### src/rtl/instr_fetch_ctrl_if.sv
// Fetch-side bus bundle: instruction-memory read port plus the valid/ready
// handshake toward decode. The fetch controller is the master.
interface instr_fetch_ctrl_if #(
  parameter int ADDR_WIDTH = 32,
  parameter int WORD_WIDTH = 32
);
  logic                  mem_en_o;
  logic [ADDR_WIDTH-1:0] mem_addr_o;
  logic [WORD_WIDTH-1:0] mem_rdata_i;
  logic                  instr_valid_o;
  logic                  instr_ready_i;
  logic [WORD_WIDTH-1:0] instr_o;
  logic [ADDR_WIDTH-1:0] instr_pc_o;

  modport master (
    output mem_en_o,
    output mem_addr_o,
    input  mem_rdata_i,
    output instr_valid_o,
    input  instr_ready_i,
    output instr_o,
    output instr_pc_o
  );

  modport slave (
    input  mem_en_o,
    input  mem_addr_o,
    output mem_rdata_i,
    input  instr_valid_o,
    output instr_ready_i,
    input  instr_o,
    input  instr_pc_o
  );
endinterface

### src/rtl/instr_fetch_ctrl.sv
// Instruction fetch controller: drives a combinational-read instruction memory,
// buffers {word, pc} in a small prefetch FIFO, handles branch flush and halt drain.
module instr_fetch_ctrl #(
  parameter int ADDR_WIDTH = 32,
  parameter int WORD_WIDTH = 32,
  parameter int DEPTH      = 2
) (
  input  logic                  clk_i,
  input  logic                  rst_i,
  input  logic [ADDR_WIDTH-1:0] boot_addr_i,
  input  logic                  branch_i,
  input  logic [ADDR_WIDTH-1:0] branch_target_i,
  input  logic                  halt_i,
  output logic                  misaligned_o,
  output logic                  halted_o,
  instr_fetch_ctrl_if.master    bus
);

  localparam int PTR_W = $clog2(DEPTH);
  localparam int CNT_W = $clog2(DEPTH) + 1;

  localparam logic [0:0] RUN  = 1'b0;
  localparam logic [0:0] HALT = 1'b1;

  localparam logic [ADDR_WIDTH-1:0] ALIGN_MASK = {{(ADDR_WIDTH-2){1'b1}}, 2'b00};
  localparam logic [ADDR_WIDTH-1:0] PC_STEP    = ADDR_WIDTH'(3'd4);
  localparam logic [CNT_W-1:0]      CNT_FULL   = CNT_W'(DEPTH);
  localparam logic [CNT_W-1:0]      CNT_ZERO   = {CNT_W{1'b0}};
  localparam logic [CNT_W-1:0]      CNT_ONE    = CNT_W'(1'b1);
  localparam logic [PTR_W-1:0]      PTR_ZERO   = {PTR_W{1'b0}};
  localparam logic [PTR_W-1:0]      PTR_ONE    = PTR_W'(1'b1);

  logic [0:0]            state_r;
  logic [ADDR_WIDTH-1:0] fetch_pc_r;
  logic [CNT_W-1:0]      count_r;
  logic [PTR_W-1:0]      wr_ptr_r;
  logic [PTR_W-1:0]      rd_ptr_r;
  logic                  misaligned_r;
  logic [WORD_WIDTH-1:0] data_mem_r [DEPTH];
  logic [ADDR_WIDTH-1:0] pc_mem_r   [DEPTH];

  logic                  valid_s;
  logic                  pop_s;
  logic                  push_s;
  logic [CNT_W-1:0]      count_nxt_s;

  assign valid_s = (count_r != CNT_ZERO);
  assign pop_s   = valid_s & bus.instr_ready_i;

  // Fetch issue: a pop frees a slot in the same cycle, so a full FIFO still streams.
  always_comb begin
    push_s = 1'b0;
    if (rst_i) begin
      push_s = 1'b0;
    end else if ((state_r == RUN) && !halt_i && !branch_i &&
                 ((count_r < CNT_FULL) || pop_s)) begin
      push_s = 1'b1;
    end else begin
      push_s = 1'b0;
    end
  end

  // Occupancy update for the non-branch case.
  always_comb begin
    count_nxt_s = count_r;
    case ({push_s, pop_s})
      2'b10:   count_nxt_s = count_r + CNT_ONE;
      2'b01:   count_nxt_s = count_r - CNT_ONE;
      default: count_nxt_s = count_r;
    endcase
  end

  // Control state: run/halt FSM, fetch PC, FIFO pointers and occupancy.
  always_ff @(posedge clk_i) begin
    if (rst_i) begin
      state_r      <= RUN;
      fetch_pc_r   <= boot_addr_i & ALIGN_MASK;
      count_r      <= CNT_ZERO;
      wr_ptr_r     <= PTR_ZERO;
      rd_ptr_r     <= PTR_ZERO;
      misaligned_r <= 1'b0;
    end else begin
      case (state_r)
        RUN:     state_r <= halt_i ? HALT : RUN;
        HALT:    state_r <= halt_i ? HALT : RUN;
        default: state_r <= RUN;
      endcase
      misaligned_r <= branch_i & (branch_target_i[1:0] != 2'b00);
      // A branch flushes everything buffered; any pop this cycle already completed.
      if (branch_i) begin
        count_r    <= CNT_ZERO;
        wr_ptr_r   <= PTR_ZERO;
        rd_ptr_r   <= PTR_ZERO;
        fetch_pc_r <= branch_target_i & ALIGN_MASK;
      end else begin
        count_r <= count_nxt_s;
        if (push_s) begin
          wr_ptr_r   <= wr_ptr_r + PTR_ONE;
          fetch_pc_r <= fetch_pc_r + PC_STEP;
        end
        if (pop_s) begin
          rd_ptr_r <= rd_ptr_r + PTR_ONE;
        end
      end
    end
  end

  // FIFO storage; cleared on reset so the head outputs never expose pre-reset data.
  always_ff @(posedge clk_i) begin
    if (rst_i) begin
      for (int i = 0; i < DEPTH; i++) begin
        data_mem_r[i] <= {WORD_WIDTH{1'b0}};
        pc_mem_r[i]   <= {ADDR_WIDTH{1'b0}};
      end
    end else if (push_s) begin
      data_mem_r[wr_ptr_r] <= bus.mem_rdata_i;
      pc_mem_r[wr_ptr_r]   <= fetch_pc_r;
    end
  end

  assign bus.mem_en_o      = push_s;
  assign bus.mem_addr_o    = fetch_pc_r;
  assign bus.instr_valid_o = valid_s;
  assign bus.instr_o       = data_mem_r[rd_ptr_r];
  assign bus.instr_pc_o    = pc_mem_r[rd_ptr_r];
  assign misaligned_o      = misaligned_r;
  assign halted_o          = (state_r == HALT) && (count_r == CNT_ZERO);

endmodule

### src/flat_wrapper.sv
// flat-port wrapper written by rule: the top's interface ports become plain ports
module instr_fetch_ctrl_flat 
#(
  parameter int ADDR_WIDTH = 32,
  parameter int WORD_WIDTH = 32,
  parameter int DEPTH      = 2
)
  (clk_i, rst_i, boot_addr_i, branch_i, branch_target_i, halt_i, misaligned_o, halted_o, bus_mem_en_o, bus_mem_addr_o, bus_mem_rdata_i, bus_instr_valid_o, bus_instr_ready_i, bus_instr_o, bus_instr_pc_o);
  instr_fetch_ctrl_if #(.ADDR_WIDTH(ADDR_WIDTH), .WORD_WIDTH(WORD_WIDTH)) bus_i ();
  input  logic clk_i;
  input  logic rst_i;
  input  logic [ADDR_WIDTH-1:0] boot_addr_i;
  input  logic branch_i;
  input  logic [ADDR_WIDTH-1:0] branch_target_i;
  input  logic halt_i;
  output logic misaligned_o;
  output logic halted_o;
  output wire logic [$bits(bus_i.mem_en_o)-1:0] bus_mem_en_o;
  output wire logic [$bits(bus_i.mem_addr_o)-1:0] bus_mem_addr_o;
  input wire logic [$bits(bus_i.mem_rdata_i)-1:0] bus_mem_rdata_i;
  output wire logic [$bits(bus_i.instr_valid_o)-1:0] bus_instr_valid_o;
  input wire logic [$bits(bus_i.instr_ready_i)-1:0] bus_instr_ready_i;
  output wire logic [$bits(bus_i.instr_o)-1:0] bus_instr_o;
  output wire logic [$bits(bus_i.instr_pc_o)-1:0] bus_instr_pc_o;
  assign bus_mem_en_o = bus_i.mem_en_o;
  assign bus_mem_addr_o = bus_i.mem_addr_o;
  assign bus_i.mem_rdata_i = bus_mem_rdata_i;
  assign bus_instr_valid_o = bus_i.instr_valid_o;
  assign bus_i.instr_ready_i = bus_instr_ready_i;
  assign bus_instr_o = bus_i.instr_o;
  assign bus_instr_pc_o = bus_i.instr_pc_o;
  instr_fetch_ctrl #(.ADDR_WIDTH(ADDR_WIDTH), .WORD_WIDTH(WORD_WIDTH), .DEPTH(DEPTH)) u_core (.clk_i(clk_i), .rst_i(rst_i), .boot_addr_i(boot_addr_i), .branch_i(branch_i), .branch_target_i(branch_target_i), .halt_i(halt_i), .misaligned_o(misaligned_o), .halted_o(halted_o), .bus(bus_i));
endmodule
### config.mk
export PLATFORM = sky130hd
export DESIGN_NAME = instr_fetch_ctrl_flat
export DESIGN_NICKNAME = d
export VERILOG_FILES = /design/src/rtl/instr_fetch_ctrl_if.sv /design/src/rtl/instr_fetch_ctrl.sv /design/src/flat_wrapper.sv
export SDC_FILE = /design/constraint.sdc
export NUM_CORES = 1
export LEC_CHECK = 0
export ABC_AREA = 1
export CORE_ASPECT_RATIO = 1.25
export CORE_UTILIZATION = 30
export CTS_CLUSTER_DIAMETER = 30
export DETAILED_ROUTE_END_ITERATION = 8
export PLACE_DENSITY = 0.59
export SYNTH_ARGS = -nofsm -noshare
export SYNTH_HDL_FRONTEND = slang
export SYNTH_SLANG_ARGS = --single-unit
export TNS_END_PERCENT = 1
### constraint.sdc
create_clock -name clk_i -period 3.7 [get_ports clk_i]
set_clock_uncertainty 0.05 [all_clocks]
set_input_delay 0.74 -clock clk_i [delete_from_list [all_inputs] [get_ports clk_i]]
set_output_delay 0.74 -clock clk_i [all_outputs]
set_load 0.005 [all_outputs]
==> impl_metrics.env <==
export IMPL_antenna_left=0
export IMPL_die_area_um2=27100
export IMPL_tightest_slew_ps=765
export IMPL_pin_count=201
export IMPL_ys_warn_count=0
export IMPL_setup_viol=0
export IMPL_port_buffers=194
export IMPL_cts_resized=0
export IMPL_hp_class="flop to flop"
export IMPL_power_switching_mw=1.09
export IMPL_ys_seq_area_share_pct=60.1
export IMPL_firstDrtPassIters=5
export IMPL_cap_viol_max_count=0
export IMPL_cts_tree="yes"
export IMPL_critical_path_slowest_cell="clkdlybuf4s50_1"
export IMPL_drt_total_wl_um=19800
export IMPL_grt_pass1_vias=5827
export IMPL_drive_above_1_share_pct=11.9
export IMPL_n_antenna_cell=0
export IMPL_path_cells="clkdlybuf4s50_1 -> nor2_4 -> nand4_4 -> inv_2 -> clkdlybuf4s50_1"
export IMPL_htreeDepth=4
export IMPL_slew_viol_final=0
export IMPL_cts_hold_buf=0
export IMPL_final_area_um2=10800
export IMPL_startpoint_type="input pin"
export IMPL_syn_area_um2=7930
export IMPL_critPathMaxStageDelay_ps=530
export IMPL_drt_drc_violations_left=0
export IMPL_drt_initial_drc_count=242
export IMPL_grt_usage_pct=15.1
export IMPL_status="finished, final reports clean"
export IMPL_p_int_mw=3.44
export IMPL_areaGrowthSynthToFinish_pct=35.8
export IMPL_numClockSinks=161
export IMPL_crit_path_end_kind="primary output"
export IMPL_die_x_um=147
export IMPL_placedInstanceArea_um2=10200
export IMPL_ys_ff_latch=161
export IMPL_clockRootBuffer="clkbuf_16"
export IMPL_irDropWorstVdd_mv=0.293
export IMPL_cts_setup_buffers=0
export IMPL_cpMostUsedCell="clkdlybuf4s50_1"
export IMPL_antenna_found_initial=0
export IMPL_finalHoldViolations=0
export IMPL_clk_latency_ps=430
export IMPL_grt_max_degree=64
export IMPL_fin_tns_setup_ps=0
export IMPL_swShare_pct=24.0
export IMPL_cp_max_fo=4
export IMPL_syn_inst=786
export IMPL_p_clk_share_pct=38.7
export IMPL_cts_buffers_inserted=17
export IMPL_drt_vias_per_instance=4.40
export IMPL_period_needed_ps=2980
export IMPL_crit_type="input pin to primary output"
export IMPL_max_freq_ghz=0.336
export IMPL_wl_per_cell_um=14.9
export IMPL_die_h_um=184
export IMPL_fin_crit_sh_pct=80.5
export IMPL_clk_pin_slew_ps=70
export IMPL_postSynthAreaPerCell_um2=10.1
export IMPL_grt_ovfl_total=0
export IMPL_layout_common_cells="clkdlybuf4s50_1 (194), nor2_1 (163), edfxtp_1 (154)"
export IMPL_layout_nets=1080
export IMPL_finalPower_mw=4.52
export IMPL_yosysUniqueCellTypes=28
export IMPL_seq_power_share_pct=48.3
export IMPL_final_common_cell="clkdlybuf4s50_1"
export IMPL_vias=5851
export IMPL_max_clock_path_buffers=2
export IMPL_rsz0062_at_grt="no"
export IMPL_coreArea_um2=26000
export IMPL_grt_pass1_wl_um=30800
export IMPL_dp_hpwl_um=13700
export IMPL_critPathRequiredTime_ps=2910
export IMPL_gp_congestion=0.862
export IMPL_slew_headroom_pct=49.0
export IMPL_power_per_cell_area_nw_per_um2=420
export IMPL_crit_arrival_ps=2190
export IMPL_combPwrFrac_pct=13.0
export IMPL_total_leakage_power_nw=4.30
export IMPL_start_util_pct=30.5
export IMPL_rows=66
## through the flow
step                std cells  worst slack [ps]  hold WS (ps)  util, %
CTS                      1330               701           404     41.4
global route             1330               649           440     41.4
global placement         1298               720           386     39.2
finish                   1330               723           407     41.4
detailed placement       1298               704           393     39.2
floorplan                 789               387           376        -
## cell families after synthesis
group / synth area share, %
AND/OR/NAND/NOR: 20.9
flip-flops: 60.1
buffers and inverters: 7.57
multiplexers: 8.80
AO/OA/AOI/OAI: 2.05
adder cells (fa/ha/maj): 0.315
XOR/XNOR: 0.221
other: 0.0473
## final timing paths
kind	startpoint	end	cells past startpoint	slack (ps)
worst max-delay path	branch_i	bus_mem_en_o	5	720
worst min-delay path	u_core.rd_ptr_r	u_core.rd_ptr_r	1	410
worst max register to register	u_core.count_r[1]	u_core.data_mem_r[0][28]	7	1710
worst min register to register	u_core.rd_ptr_r	u_core.rd_ptr_r	1	410
## Yosys cell counts (all sizes together)
| cell | n | area share [%] |
|---|---|---|
| nor2 | 169 | 8.3 |
| edfxtp | 154 | 58 |
| nand2 | 151 | 7.4 |
| inv | 93 | 4.4 |
| nand3 | 75 | 4.7 |
| mux2 | 62 | 8.8 |
| buf | 27 | 2.7 |
| o21ai | 15 | 0.95 |
| clkbuf | 9 | 0.43 |
| a21oi | 7 | 0.44 |
| dfxtp | 7 | 1.8 |
| o21bai | 4 | 0.38 |
| o211ai | 3 | 0.28 |
| and2 | 2 | 0.16 |
| ha | 2 | 0.32 |
| xor2 | 2 | 0.22 |
| conb | 1 | 0.047 |
| nand4 | 1 | 0.27 |
| nor3 | 1 | 0.063 |
| or2 | 1 | 0.079 |
## power groups by stage
stage | clock [mW] | sequential (mW) | combinational [mW]
after global routing | 1.87 | 2.20 | 0.653
final | 1.75 | 2.19 | 0.589
after floorplan | 0 | 2.21 | 0.243
after detailed placement | 0 | 2.23 | 0.597
after global placement | 0 | 2.22 | 0.596
after CTS | 1.80 | 2.19 | 0.600
## state kept, by name (all words and copies together), names as in the netlist, named ones only
register,flops
u_core.data_mem_r,64
u_core.bus.mem_addr_o,30
u_core.misaligned_o,1
u_core.count_r,2
u_core.state_r,1
u_core.pc_mem_r,60
u_core.wr_ptr_r,1
u_core.rd_ptr_r,1
## cell type report
type	count	area (µm²)
clock buffers	18	429
clock inverters	14	155
fillers	2554	15200
inverters	93	349
multi-input cells	499	2590
flip-flops and latches	161	4770
well taps	340	425
repair buffers	205	2060
## layer usage
metal / global-route usage [%] / routed length, µm / up-vias
li1: - / - / 2956
met1: 18.1 / 8630 / 2712
met2: 25.8 / 9790 / 160
met3: 3.70 / 937 / 23
met4: 6.19 / 424 / 0
met5: 0 / 0 / -
## critical path: cells and delay by family
family                 cells  cell delay (ps)
buffers and inverters      3             1120
and+or+nand+nor            2              330
No activity file was read; power rests on OpenSTA's default activity.
